--- src/rtl/cnn_stream_loader.sv ---
// ---------------------------------------------------------------------------
// cnn_stream_loader
//
// Host-side writer for the binary-CNN core load interface. A byte-wide
// valid/ready command stream is parsed into full image words and kernel
// entries. Each completed frame is presented on the output registers together
// with a one-cycle load strobe.
//
// Frame formats (one byte per accepted beat):
//    0x01, 98 payload bytes                 -> image load
//    0x02, addr, 4 kernel bytes, value       -> kernel load
// Any other command byte sets the sticky cmd_err flag and is dropped.
//
// Ports
//    clk           rising-edge clock
//    rst           asynchronous, active-high reset
//    s_data        stream byte
//    s_valid       s_data valid
//    s_ready       byte accepted when s_valid & s_ready
//    image         assembled image, bit i = stream bit i, LSB-first per byte
//    image_addr    image slot index for this load (auto-incrementing)
//    image_in_en   one-cycle strobe: image / image_addr valid
//    kernel        assembled binary kernel, LSB-first
//    kernel_value  kernel offset / threshold value
//    kernel_addr   kernel memory index
//    kernel_in_en  one-cycle strobe: kernel / kernel_value / kernel_addr valid
//    cmd_err       sticky unknown-command flag, cleared only by rst
// ---------------------------------------------------------------------------
module cnn_stream_loader #(
   parameter int BW       = 8,
   parameter int IMG_BITS = 784,
   parameter int KER_BITS = 25,
   parameter int IADDR_W  = 11,
   parameter int KADDR_W  = 6
) (
   input  logic                clk,
   input  logic                rst,
   input  logic [BW-1:0]       s_data,
   input  logic                s_valid,
   output logic                s_ready,
   output logic [IMG_BITS-1:0] image,
   output logic [IADDR_W-1:0]  image_addr,
   output logic                image_in_en,
   output logic [KER_BITS-1:0] kernel,
   output logic [BW-1:0]       kernel_value,
   output logic [KADDR_W-1:0]  kernel_addr,
   output logic                kernel_in_en,
   output logic                cmd_err
);

   localparam int IMG_BYTES = (IMG_BITS + BW - 1) / BW;
   localparam int KER_BYTES = (KER_BITS + BW - 1) / BW;
   localparam int MAX_BYTES = (IMG_BYTES > KER_BYTES) ? IMG_BYTES : KER_BYTES;
   localparam int CNT_W     = $clog2(MAX_BYTES);
   localparam int IMG_IW    = $clog2(IMG_BYTES * BW);

   localparam logic [BW-1:0] CMD_IMG = BW'(1);
   localparam logic [BW-1:0] CMD_KER = BW'(2);

   typedef enum logic [2:0] {
      IDLE,
      IMG_PAY,
      EMIT_IMG,
      KER_ADDR,
      KER_PAY,
      KER_VAL,
      EMIT_KER
   } state_t;

   state_t                   state, state_nxt;
   logic [CNT_W-1:0]         cnt;
   logic [IADDR_W-1:0]       slot;
   logic                     accept_state;
   logic                     beat;
   logic                     img_last;
   logic                     ker_last;

   // Shadow copies that accumulate a frame; outputs only change when a frame
   // completes, so an aborted partial frame never disturbs them.
   logic [IMG_BYTES*BW-1:0]  img_shadow;
   logic [IMG_BYTES*BW-1:0]  img_wr;
   logic [IMG_IW-1:0]        img_base;
   logic [KER_BITS-1:0]      ker_shadow;
   logic [KADDR_W-1:0]       addr_shadow;

   // Ready is a pure function of the registered state, held low during reset.
   assign accept_state = (state != EMIT_IMG) && (state != EMIT_KER);
   assign s_ready      = accept_state && !rst;
   assign beat         = s_valid && s_ready;

   assign img_last = (cnt == CNT_W'(IMG_BYTES - 1));
   assign ker_last = (cnt == CNT_W'(KER_BYTES - 1));
   assign img_base = IMG_IW'(cnt) * IMG_IW'(BW);

   // Image word with the current byte merged in, so the last payload beat can
   // load the output register directly and the strobe follows one cycle later.
   always_comb begin
      img_wr                 = img_shadow;
      img_wr[img_base +: BW] = s_data;
   end

   // ---------------------------------------------------------------- FSM
   // NOTE: state registers use non-blocking assignments so every flop samples
   // the pre-edge values of its neighbours, independent of statement order.
   always_ff @(posedge clk or posedge rst) begin
      if (rst) state <= IDLE;
      else     state <= state_nxt;
   end

   // NOTE: every signal driven here gets a default first; a path that leaves
   // one unassigned would infer a latch.
   always_comb begin
      state_nxt    = state;
      image_in_en  = 1'b0;
      kernel_in_en = 1'b0;
      unique case (state)
         IDLE: begin
            if (beat) begin
               if (s_data == CMD_IMG)      state_nxt = IMG_PAY;
               else if (s_data == CMD_KER) state_nxt = KER_ADDR;
            end
         end
         IMG_PAY:  if (beat && img_last) state_nxt = EMIT_IMG;
         EMIT_IMG: begin
            image_in_en = 1'b1;
            state_nxt   = IDLE;
         end
         KER_ADDR: if (beat) state_nxt = KER_PAY;
         KER_PAY:  if (beat && ker_last) state_nxt = KER_VAL;
         KER_VAL:  if (beat) state_nxt = EMIT_KER;
         EMIT_KER: begin
            kernel_in_en = 1'b1;
            state_nxt    = IDLE;
         end
         default:  state_nxt = IDLE;
      endcase
   end

   // ------------------------------------------------ counters and outputs
   always_ff @(posedge clk or posedge rst) begin
      if (rst) begin
         cnt          <= '0;
         slot         <= '0;
         cmd_err      <= 1'b0;
         image        <= '0;
         image_addr   <= '0;
         kernel       <= '0;
         kernel_value <= '0;
         kernel_addr  <= '0;
      end else begin
         unique case (state)
            IDLE: begin
               if (beat) begin
                  cnt <= '0;
                  if (s_data != CMD_IMG && s_data != CMD_KER) cmd_err <= 1'b1;
               end
            end
            IMG_PAY: begin
               if (beat) begin
                  cnt <= cnt + 1'b1;
                  if (img_last) begin
                     image      <= img_wr[IMG_BITS-1:0];
                     image_addr <= slot;
                  end
               end
            end
            EMIT_IMG: slot <= slot + 1'b1;
            KER_ADDR: if (beat) cnt <= '0;
            KER_PAY:  if (beat) cnt <= cnt + 1'b1;
            KER_VAL: begin
               if (beat) begin
                  kernel       <= ker_shadow;
                  kernel_value <= s_data;
                  kernel_addr  <= addr_shadow;
               end
            end
            default: ;
         endcase
      end
   end

   // ------------------------------------------------------ shadow storage
   // NOTE: the shadows carry no reset: every bit is rewritten by a complete
   // frame before it reaches an output, so clearing them buys nothing.
   always_ff @(posedge clk) begin
      if (state == IMG_PAY && beat) img_shadow <= img_wr;
      if (state == KER_ADDR && beat) addr_shadow <= s_data[KADDR_W-1:0];
      if (state == KER_PAY && beat) begin
         // Bits beyond KER_BITS in the final kernel byte are dropped.
         for (int b = 0; b < KER_BITS; b++) begin
            if (b / BW == int'(cnt)) ker_shadow[b] <= s_data[b % BW];
         end
      end
   end

endmodule
--- config.mk ---
export PLATFORM = sky130hd
export DESIGN_NAME = cnn_stream_loader
export DESIGN_NICKNAME = d
export VERILOG_FILES = /design/src/rtl/cnn_stream_loader.sv
export SDC_FILE = /design/constraint.sdc
export NUM_CORES = 2
export LEC_CHECK = 0
export BUFFER_PORTS_ARGS = -buffer_cell sky130_fd_sc_hd__buf_2
export CAP_MARGIN = 15
export CORE_ASPECT_RATIO = 0.75
export CORE_MARGIN = 2
export CORE_UTILIZATION = 59
export DETAILED_ROUTE_END_ITERATION = 12
export PLACE_DENSITY_LB_ADDON = 0.15
export SLEW_MARGIN = 40
export SYNTH_ARGS = -nofsm -noshare
export SYNTH_HDL_FRONTEND = slang
export SYNTH_SLANG_ARGS = --single-unit
--- constraint.sdc ---
create_clock -name clk -period 112.5 [get_ports clk]
set_input_delay 0 -clock clk [delete_from_list [all_inputs] [get_ports clk]]
set_output_delay 0 -clock clk [all_outputs]
set_load 0.005 [all_outputs]
After elaboration in Yosys (flattened, before gate mapping)
Cells that the tools add are included.

Register bits: 1671. Bits of input ports: 11.

Add/sub/neg operators: 3. Equal/unequal tests: 25. Shifts and indexed selects: 2. Muxes and demuxes: 14. Reduce and logical (&&, ||, !) cells: 24.

Operator list (count): bitwise mux 784 bit (1); variable shift 8 x 12 -> 784 bit, first input constant (1); variable part select 8 x 12 -> 784 bit (1); two-way mux 3 bit (7); case mux 3 bit (5 select lines) (1); == test 3 x 7 -> 1 bit, first input constant (2); two-way mux 7 bit (2); case mux 7 bit (2 select lines) (1); negator 10 -> 12 bit (1); adder 11 x 1 -> 11 bit, second input constant (1); inequality test 2 bit, second input constant (5); AND reduction 2 bit (5); == test 3 bit, second input constant (3); logical AND 1 bit (9); AND reduction 3 bit (3); == test 8 x 1 -> 1 bit, second input constant (1); == test 8 x 2 -> 1 bit, second input constant (1); inequality test 8 x 1 -> 1 bit, second input constant (1); inequality test 8 x 2 -> 1 bit, second input constant (1); adder 7 x 1 -> 7 bit, second input constant (1); == test 2 x 7 -> 1 bit, first input constant (1); == test 7 x 2 -> 1 bit, second input constant (1); == test 7 bit, second input constant (1); zero test 7 bit (1); other kinds (11) (16).

Longest topological paths before layout
Depth after elaboration: 7. Depth in mapped cells: 14.

Worst setup path after synthesis
OpenSTA, ideal clock, no wires.

Kind: input-to-reg. Start: in rst. End: reg image_addr[3]. Setup time: 0.065 ns. Data arrival time: 57.123 ns. Required time: 112.435 ns. Setup slack: 55.312 ns. Stages on the path: 10. Path buffers: 5. Path through: nand2b_1 -> clkbuf_1 -> nor3_1 -> nor2b_1 -> buf_2 -> buf_2 -> clkbuf_1 -> buf_2 -> nand2_1 -> nand2_1.

Longest elaborated chain between the ends: 4.

Ends and longest elaborated chain: start, declared (line 37) `input logic rst,`; zero test 1 bit (no line); logical AND 1 bit (line 88) `assign s_ready = accept_state && !rst;`; logical AND 1 bit (line 89) `assign beat = s_valid && s_ready;`; AND reduction 3 bit (no line); end signal, assigned (line 163) `image_addr <= slot;`; end, declared (line 42) `output logic [IADDR_W-1:0] image_addr,`.

No other way between the ends. A chain may end at the register's enable or synchronous reset.

Final worst setup path
Start: reg cnt[0]. End: reg img_shadow[325] (data pin).

Longest elaborated chain between the ends: 3. Elaborated cells between the ends (all ways): 4.

Ends and longest elaborated chain: start, declared (line 71) `logic [CNT_W-1:0] cnt;`; start signal, assigned (line 160) `cnt <= cnt + 1'b1;`; start signal, assigned (line 169) `KER_PAY: if (beat) cnt <= cnt + 1'b1;`; negator 10 -> 12 bit (*) (line 99) `img_wr[img_base +: BW] = s_data;`; variable part select 8 x 12 -> 784 bit / variable shift 8 x 12 -> 784 bit (equally long branches) (line 99); bitwise mux 784 bit (*) (line 99); net img_wr[325] (line 81) `logic [IMG_BYTES*BW-1:0] img_wr;`; end signal, assigned (line 186) `if (state == IMG_PAY && beat) img_shadow <= img_wr;`; end, declared (line 80) `logic [IMG_BYTES*BW-1:0] img_shadow;`.

Mark *: on every way through the listed nets, which the timed path passes. The rest lies on a longest branch.

==> metrics.yaml <==
drc: 0
final.min_clock_period_ns: 4.55
drive_gt1_share_pct: 26.4
multiInputGateArea_sq_um: 21100
initial_utilization_pct: 59.3
viasPerCell: 6.11
row_count: 108
yosysTopAreaCell: "edfxtp_1"
cp-end-kind: "flop"
ys_types: 69
fillCellCount: 8517
timing.rr.start: "cnt[0]$_DFFE_PP0P_"
nets: 6500
setup_slack_ns: 107.95
clk-insertion-delay-late_ns: 0.80
worst_pin_slew_ns: 0.904
ys_warn_count: 0
cp_cell_sequence: "inv_1, ha_1, nor3b_1, xnor2_2, buf_4, o21ai_4, buf_4, or3_1, mux2_2"
die_area_sq_um: 119000
design_area_sq_um: 79800
r2r_slack_ns: 107.95
cp_slowest_cell: "or3_1"
cts.sinks: 1671
io_pins: 849
vias: 49900
ys.flop_type: "dfrtp_1"
synth_nets: 5753
path_buf_inv: 3
preCtsSetupSlack_ns: 107.64
finalSetupTns_ns: 0
grt_setup_unrepaired: "no"
antenna-diode-count: 0
holdCritStartpoint: "s_data[7]"
holdCritPathClass: "in -> reg"
crit_type: "reg -> reg"
cts_tree: "yes"
synth_area_leaders: "edfxtp_1, dfrtp_1, nand2_1"
place_area_sq_um: 74500
start_kind: "flop"
slew_violations: 0
hold_viol_final: 0
startpoint: "cnt[0]$_DFFE_PP0P_"
htreeDepth: 4
finalSetupViolations: 0
areaGrowthSynthToFinish_pct: 16.6
slowest_delay_ns: 0.72
synth_seq_area_share_pct: 67.0
port_buffers: 848
final_cell_mix: "nand2_1, dfrtp_1, buf_2"
clockBufferDepth: 3
grt_start_max_net_pins: 181
post_cts_buffers: 0
grt_pass1_wl_um: 313000
core-area_sq_um: 115000
maxCapViolations: 0
grt_overflow: 0
antenna_found_initial: 7
required_ns: 113.04
clock_skew_ns: 0.0174
peakVddDrop_uv: 24.9
finalCritPeriodShare_pct: 4.04
worstPathMaxFanout: 22
grt_pass1_vias: 47500
cts_buffers: 158
finalPower_mw: 1.65
track_usage_pct: 35.7
final_common_cell: "nand2_1"
drt_iter0_drc: 6116
syn_area_per_cell_sq_um: 11.9
arrival_ns: 5.08
die_w_um: 397
wl_um: 215000
dpl.hpwl_um: 140000
fmax_mhz: 220
dieHeight_um: 299
netlist_area_sq_um: 68500
gp_congestion: 0.872
layoutNonFillerInstCount: 8156
drt-pass1-iter-count: 6
synth_cells: 5736
critical_path.top_delay_family: "simple AND/OR/NAND/NOR gates"
dp_cells: 7847
ys_ff_latch: 1671
post_drt_wl_per_cell_um: 26.3
ant_nets: 0
max_slew_margin_pct: 39.7
async_flop_share_pct: 51.2
synth_edf_count: 815
clk_pin_slew_ns: 0.07
clockRootBuffer: "clkbuf_16"
cpMostUsedCell: "buf_4"
status: "finished clean"
synth_top_area_share_pct: 35.7
cts_resized: 0
seq_area_sq_um: 45900
power_density_nw_per_um2: 20.7
p_leak_nw: 36.8
-- what timing repair did --
item / 4_1_cts / 5_1_grt
endpoints found under the setup margin: 0 / 0
hold buffers: 11 / 0
endpoints found under the hold margin: 258 / 0
-- logic make-up after synthesis --
family | count (synthesis) | synth area share [%]
xor+xnor | 22 | 0.281
simple gates | 2274 | 14.0
mux | 388 | 6.32
flops | 1671 | 67.0
buf+inv | 446 | 2.65
fa+ha+maj | 6 | 0.110
compound gates | 929 | 9.58
-- registers in the layout, indices dropped and copies added (netlist names), 7 cells and up --
signal and count:
kernel_value 8, image 784, ker_shadow 25, img_shadow 784, image_addr 11, cnt 7, kernel 25, slot 11
-- report_power, final --
group	switching [mW]	internal [mW]	total, mW
Combinational	0.253	0.0940	0.347
Sequential	0.0378	0.737	0.775
Clock	0.233	0.295	0.528
Total	0.523	1.13	1.65
-- worst paths after layout --
kind | to | depth (start not counted)
setup reg to reg | img_shadow[325]$_DFFE_PP_ | 9
hold reg to reg | image[224]$_DFFE_PP0P_ | 2
setup / recovery | img_shadow[325]$_DFFE_PP_ | 9
min in group asynchronous | image[319]$_DFFE_PP0P_ | 4
max in group asynchronous | image[461]$_DFFE_PP0P_ | 7
hold / removal | ker_shadow[7]$_DFFE_PP_ | 2
-- metrics by stage --
| stage | util, % | hold WS (ns) |
|---|---|---|
| CTS | 69.0 | 0.125 |
| floorplan | - | 0.0311 |
| finish | 69.2 | 0.177 |
| global placement | 64.2 | 0.218 |
| detailed placement | 64.5 | 0.226 |
| global route | 69.2 | 0.162 |
-- area by class of cell --
type                            count  share of cell area [%]
Sequential cell                  1671                    57.5
Multi-Input combinational cell   3619                    26.4
Timing Repair Buffer              969                    7.02
Clock buffer                      240                    5.84
Tap cell                         1540                    2.41
Clock inverter                     53                   0.497
Inverter                           64                   0.317
-- cells in the mapped netlist, types with 35 or more instances --
cell,n
nand2_1,1813
clkbuf_1,270
buf_2,90
o21ai_0,362
o31ai_1,66
a31o_2,88
nand3_1,57
inv_1,62
edfxtp_1,815
dfrtp_1,856
and2_1,102
nor2_1,109
mux2_2,354
o2bb2ai_1,154
a22o_1,128
and2_0,35
-- metal layers --
metal / wire length (um) / track usage (%) / vias to the layer above
li1: - / - / 21600
met1: 86700 / 51.4 / 25000
met2: 95900 / 52.2 / 2713
met3: 19800 / 6.74 / 538
met4: 12300 / 18.4 / 0
met5: 0 / 0 / -
No activity file was read; power rests on OpenSTA's default activity.
